===== src/rtl/mux_rr_sched.sv =====
// mux_rr_sched: round-robin owner of the 5:1 one-bit select mux.
// Grants one requester at a time for at most BURST_LEN cycles, drives the
// registered select/one-hot grant and registers the selected data bit.
// Optional build macro MUX_SCHED_B2B_EN: hand the mux straight to the next
// waiting requester on burst end instead of passing through GAP/IDLE.
module mux_rr_sched #(
    parameter int N_REQ     = 5,
    parameter int BURST_LEN = 4
) (
    input  logic             clk,
    input  logic             rst_n,
    input  logic [N_REQ-1:0] req,
    input  logic [N_REQ-1:0] din,
    output logic [2:0]       sel,
    output logic [N_REQ-1:0] gnt,
    output logic             b,
    output logic             b_vld
);

    typedef enum logic [1:0] {IDLE, GRANT, GAP} state_t;

    state_t           state, state_nxt;
    logic [2:0]       ptr, ptr_nxt, sel_nxt, win;
    logic [3:0]       cnt, cnt_nxt;
    logic [N_REQ-1:0] gnt_nxt;
`ifdef MUX_SCHED_B2B_EN
    logic [N_REQ-1:0] req_other;
`endif

    // Owner index plus one, wrapping past the last requester.
    function automatic logic [2:0] wrap_inc(input logic [2:0] v);
        return (v == 3'(N_REQ - 1)) ? 3'd0 : v + 3'd1;
    endfunction

    // First set request at or after start, searching upward with wrap.
    // Scanning from the far end lets the nearest hit overwrite the result.
    function automatic logic [2:0] rr_pick(input logic [2:0] start,
                                           input logic [N_REQ-1:0] r);
        logic [2:0] w;
        logic [2:0] idx;
        w = start;
        for (int i = N_REQ - 1; i >= 0; i--) begin
            idx = 3'((int'(start) + i) % N_REQ);
            if (r[idx]) w = idx;
        end
        return w;
    endfunction

    // Next-state and next-output decode for the arbitration FSM.
    always_comb begin
        state_nxt = state;
        sel_nxt   = sel;
        gnt_nxt   = gnt;
        ptr_nxt   = ptr;
        cnt_nxt   = cnt;
        win       = rr_pick(ptr, req);
`ifdef MUX_SCHED_B2B_EN
        req_other = req & ~(N_REQ'(1) << sel);
`endif
        case (state)
            IDLE: begin
                gnt_nxt = '0;
                if (|req) begin
                    sel_nxt   = win;
                    gnt_nxt   = N_REQ'(1) << win;
                    cnt_nxt   = 4'd0;
                    state_nxt = GRANT;
                end
            end
            GRANT: begin
                // Owner dropping its request takes priority over burst expiry;
                // both end the burst the same way.
                if (!req[sel] || cnt == 4'(BURST_LEN - 1)) begin
                    ptr_nxt   = wrap_inc(sel);
                    cnt_nxt   = 4'd0;
                    gnt_nxt   = '0;
                    state_nxt = GAP;
`ifdef MUX_SCHED_B2B_EN
                    if (|req_other) begin
                        win       = rr_pick(wrap_inc(sel), req_other);
                        sel_nxt   = win;
                        gnt_nxt   = N_REQ'(1) << win;
                        state_nxt = GRANT;
                    end
`endif
                end else begin
                    cnt_nxt = cnt + 4'd1;
                end
            end
            GAP: begin
                gnt_nxt   = '0;
                state_nxt = IDLE;
            end
            default: begin
                gnt_nxt   = '0;
                state_nxt = IDLE;
            end
        endcase
    end

    // Arbitration state, pointer, burst counter and registered select/grant.
    always_ff @(posedge clk or negedge rst_n) begin
        if (!rst_n) begin
            state <= IDLE;
            sel   <= 3'd0;
            gnt   <= '0;
            ptr   <= 3'd0;
            cnt   <= 4'd0;
        end else begin
            state <= state_nxt;
            sel   <= sel_nxt;
            gnt   <= gnt_nxt;
            ptr   <= ptr_nxt;
            cnt   <= cnt_nxt;
        end
    end

    // Capture the granted lane's data bit; b keeps its last value once idle.
    always_ff @(posedge clk or negedge rst_n) begin
        if (!rst_n) begin
            b     <= 1'b0;
            b_vld <= 1'b0;
        end else begin
            b_vld <= |gnt;
            if (|gnt) b <= din[sel];
        end
    end

endmodule


===== config.mk =====
export PLATFORM = sky130hd
export DESIGN_NAME = mux_rr_sched
export DESIGN_NICKNAME = d
export VERILOG_FILES = /design/src/rtl/mux_rr_sched.sv
export SDC_FILE = /design/constraint.sdc
export NUM_CORES = 1
export LEC_CHECK = 0
export CORE_UTILIZATION = 60
export CTS_CLUSTER_SIZE = 20
export DETAILED_ROUTE_END_ITERATION = 16
export GPL_ROUTABILITY_DRIVEN = 0
export PLACE_DENSITY = 0.94
export SLEW_MARGIN = 0
export SYNTH_ARGS = -nofsm -noshare
export SYNTH_HDL_FRONTEND = slang
export SYNTH_SLANG_ARGS = --single-unit

===== constraint.sdc =====
create_clock -name clk -period 4.85 [get_ports clk]
set_input_delay 0.7275 -clock clk [delete_from_list [all_inputs] [get_ports clk]]
set_output_delay 0.7275 -clock clk [all_outputs]
set_load 0.05 [all_outputs]

==> PnR_summary.wiki <==
{| class="wikitable"
! Metric !! Value
|-
| Result of the run || complete, no violations
|-
| Residual DRC count || 0
|-
| Clock tree from TritonCTS || done
|-
| Average size of a mapped cell || 7.89 um^2
|-
| Number of hold violations in the final report || 0
|-
| Maximum fanout along the worst path || 16
|-
| Measured slew at the worst slew-check pin || 925 ps
|-
| Synthesized instance count || ~350
|-
| Die H || ~70 um
|-
| First-pass iteration count of the detailed router || 5
|-
| Final nets || ~400
|-
| Worst-case clock skew || 4.30 ps
|-
| Count of port buffers added during placement || 21
|-
| Count of flip-flops with a built-in enable after synthesis || 0
|-
| Setup crit end kind || register
|-
| Register-to-Register Setup Slack || roughly 280 ps
|-
| Count of synthesis-stage warnings from yosys || 0
|-
| Via total after detailed routing || around 3.0k
|-
| Number of synthesized register bits || 19
|-
| Startpoint-to-endpoint class of the critical path || register to register
|-
| Fin crit period || about 4600 ps
|-
| Cts bufs inserted || 3
|-
| Post-Syn Nets || 382
|-
| Most area-consuming cells after synthesis || dfrtp_1 17%, ha_1 11%, mux2i_1 4.8%
|-
| Floorplan row count || 24
|-
| Required arrival time at the worst endpoint || between 4000 and 5000 ps
|-
| Routed wire length per instance || approximately 18 um
|-
| Overall die width || about 70 um
|-
| Data arrival at the endpoint of the critical path || 4710 ps
|-
| Post-synth design cell area || 2740 um^2
|-
| # diodes || 0
|-
| CTS Buffer Depth || 2
|-
| Number of failing setup endpoints in the final timing report || 0
|-
| Global route total overflow || 0
|-
| Average via count per standard cell || about 7
|-
| Fin Setup TNS || 0 ps
|-
| Portion of the post-synthesis area used by sequential elements || between 10% and 20%
|-
| Cts repair resizes || 0
|-
| Number of maximum-capacitance constraint violations || 0
|-
| Via count of the first global-routing pass || 2766
|-
| DIE AREA || around 4800 um^2
|-
| Critical register-to-register path startpoint || ptr[2]
|-
| Min-delay worst type || register to register
|-
| Post-route clock period utilization || 94.3%
|-
| Boundary Pins || 22
|-
| First-iteration detailed-routing DRC count || between 300 and 400
|-
| Area of all placed cells without fillers || ~3000 um^2
|-
| Post-synth ARST share || 100%
|-
| Clock latency on the worst-skew pair || between 200 and 300 ps
|-
| Starting utilization of the core area || a little over three fifths
|-
| Post-Place Cell Area || 2980 um^2
|-
| Total half-perimeter wirelength after legalization and detailed placement || between 5 and 6 mm
|-
| Fraction of final layout cells sized beyond drive strength 1 || under 10%
|-
| Capture endpoint of the worst hold path || b
|-
| Initial antenna violation count || 0
|-
| End of the worst register-to-register path || gnt[4]
|-
| Area growth from synthesis to layout || 10.4%
|-
| Origin of the worst min-delay path || b
|-
| Maximum level of the CTS H-tree || 1
|-
| CTS hold repair buffers || 0
|-
| Fin. max-slew vios || 0
|-
| Post-synth top flop || dfrtp_1
|-
| Number of distinct library cells after synthesis || 72
|-
| Pin count of the biggest net entering global routing || 24
|-
| Clock edge transition at the registers on the reported setup and hold paths || 80 ps
|-
| Core area || between 4000 and 5000 um^2
|-
| Maximum clock frequency || approximately 220 MHz
|-
| Worst slew slack as a fraction of its limit || between 30% and 40%
|-
| First-pass GRT wire length || 12.6 mm
|-
| Remaining antenna violation count || 0
|-
| Clock tree root buffer cell || clkbuf_8
|-
| Top cell type by total area after synthesis || dfrtp_1
|-
| Proportion of netlist area held by the largest area contributor || between 10% and 20%
|-
| Sinks on Clock Net || 19
|-
| Unrepaired setup endpoints after global routing || false
|-
| Worst R2R Path Depth || 13
|-
| Total global routing track utilization || 32.2%
|-
| Setup crit start || ptr[2]
|-
| Total length of routed wires || approximately 7.6 mm
|-
| Worst setup SP type || register
|-
| Worst hold stages || 1
|-
| Post CTS Setup Buffer Count || 0
|}
[per-layer routing]
| metal | up-vias | part of all wire, % | track usage [%] |
|---|---|---|---|
| met5 | - | 0 | 0 |
| met4 | 0 | 3.5 | 12.9 |
| met3 | 41 | 9.2 | 6.40 |
| met2 | 183 | 48 | 53.5 |
| met1 | 1390 | 40 | 40.7 |
| li1 | 1350 | - | - |
[how the worst max path moves through the flow]
stage	to	slack, ps	cells past startpoint
after floorplan	gnt[4]	420	20
after global placement	gnt[2]	650	13
after detailed placement	gnt[4]	490	13
after CTS	gnt[4]	370	13
after global routing	gnt[4]	30	13
final	gnt[4]	280	13
[per-stage QoR]
stage | util, % | setup WS, ps | cells | hold WS [ps]
floorplan | - | 422 | 347 | 432
global placement | 67.9 | 647 | 410 | 488
detailed placement | 67.9 | 494 | 410 | 495
CTS | 68.9 | 369 | 414 | 513
global route | 68.9 | 29.5 | 414 | 518
finish | 68.9 | 279 | 414 | 508
[cell usage in the layout (no fill, tap or decap), types with 3 or more instances in the layout]
cell type	n
o21ai_0	20
o21ai_1	7
a31oi_1	5
ha_1	23
nand2_1	22
xnor2_1	4
nand3_1	12
or3_1	7
nand4_1	4
buf_4	5
clkbuf_8	3
nor2b_1	4
clkdlybuf4s50_1	21
nor3b_1	4
and3_1	6
mux2i_1	13
nor4_1	4
dfrtp_1	19
nand2b_1	9
mux2_2	4
a21o_1	6
a21oi_1	17
and2_1	3
nor2_1	28
a211oi_1	8
inv_2	4
o31ai_1	7
o21a_1	7
xor2_1	3
nor3_1	11
inv_1	16
[state kept, by name, indices dropped and copies added (netlist names)]
register and cells:
gnt 5, cnt 4, ptr 3, sel 3, state 2, b 1, b_vld 1
[Yosys cell counts, types with 3 or more instances]
library cell   n
and3_1         6
o31ai_1        7
nor2b_1        4
clkbuf_1       6
inv_2          4
nand3_1       12
o21ai_0       20
a21o_1         6
mux2_2         4
nor3b_1        4
nand4_1        4
xnor2_1        4
nand2b_1       9
nor4_1         4
nor2_1        28
inv_1         16
dfrtp_1       19
mux2i_1       13
o21a_1         7
nor3_1        11
a211oi_1       8
nand2_1       22
or3_1          7
and2_1         3
a31oi_1        5
xor2_1         3
buf_2          6
ha_1          23
o21ai_1        7
a21oi_1       17
[logic make-up (layout without fill, tap and decap cells)]
family | after synthesis | after routing | share of synthesized area, %
simple gates | 125 | 125 | 23.9
compound gates | 118 | 118 | 32.0
buf+inv | 35 | 50 | 5.48
fa+ha+maj | 23 | 23 | 10.5
mux | 20 | 20 | 8.45
flops | 19 | 19 | 17.4
xor+xnor | 7 | 7 | 2.24
[final cells by class]
class | instances | area [um^2]
repair buffers | 26 | 248
flip-flops and latches | 19 | 475
inverters | 20 | 75.1
well taps | 52 | 65.1
multi-input cells | 293 | 2110
fillers | 344 | 1360
clock inverters | 1 | 5.00
clock buffers | 3 | 41.3
[worst max-delay path, cell delays in order, from the launching register on]
cell and delay (ps):
dfrtp_1 710, ha_1 680, a21oi_2 140, inv_2 120
mux2_2 390, ha_1 290, nand2b_1 100, a31o_1 300
mux2i_1 310, a41oi_1 270, a41oi_1 240, o221ai_1 140
a31o_1 320, o41ai_1 420
Power is not shown: default switching activity piles up to over one toggle a cycle in this logic, so the estimate is an artifact.
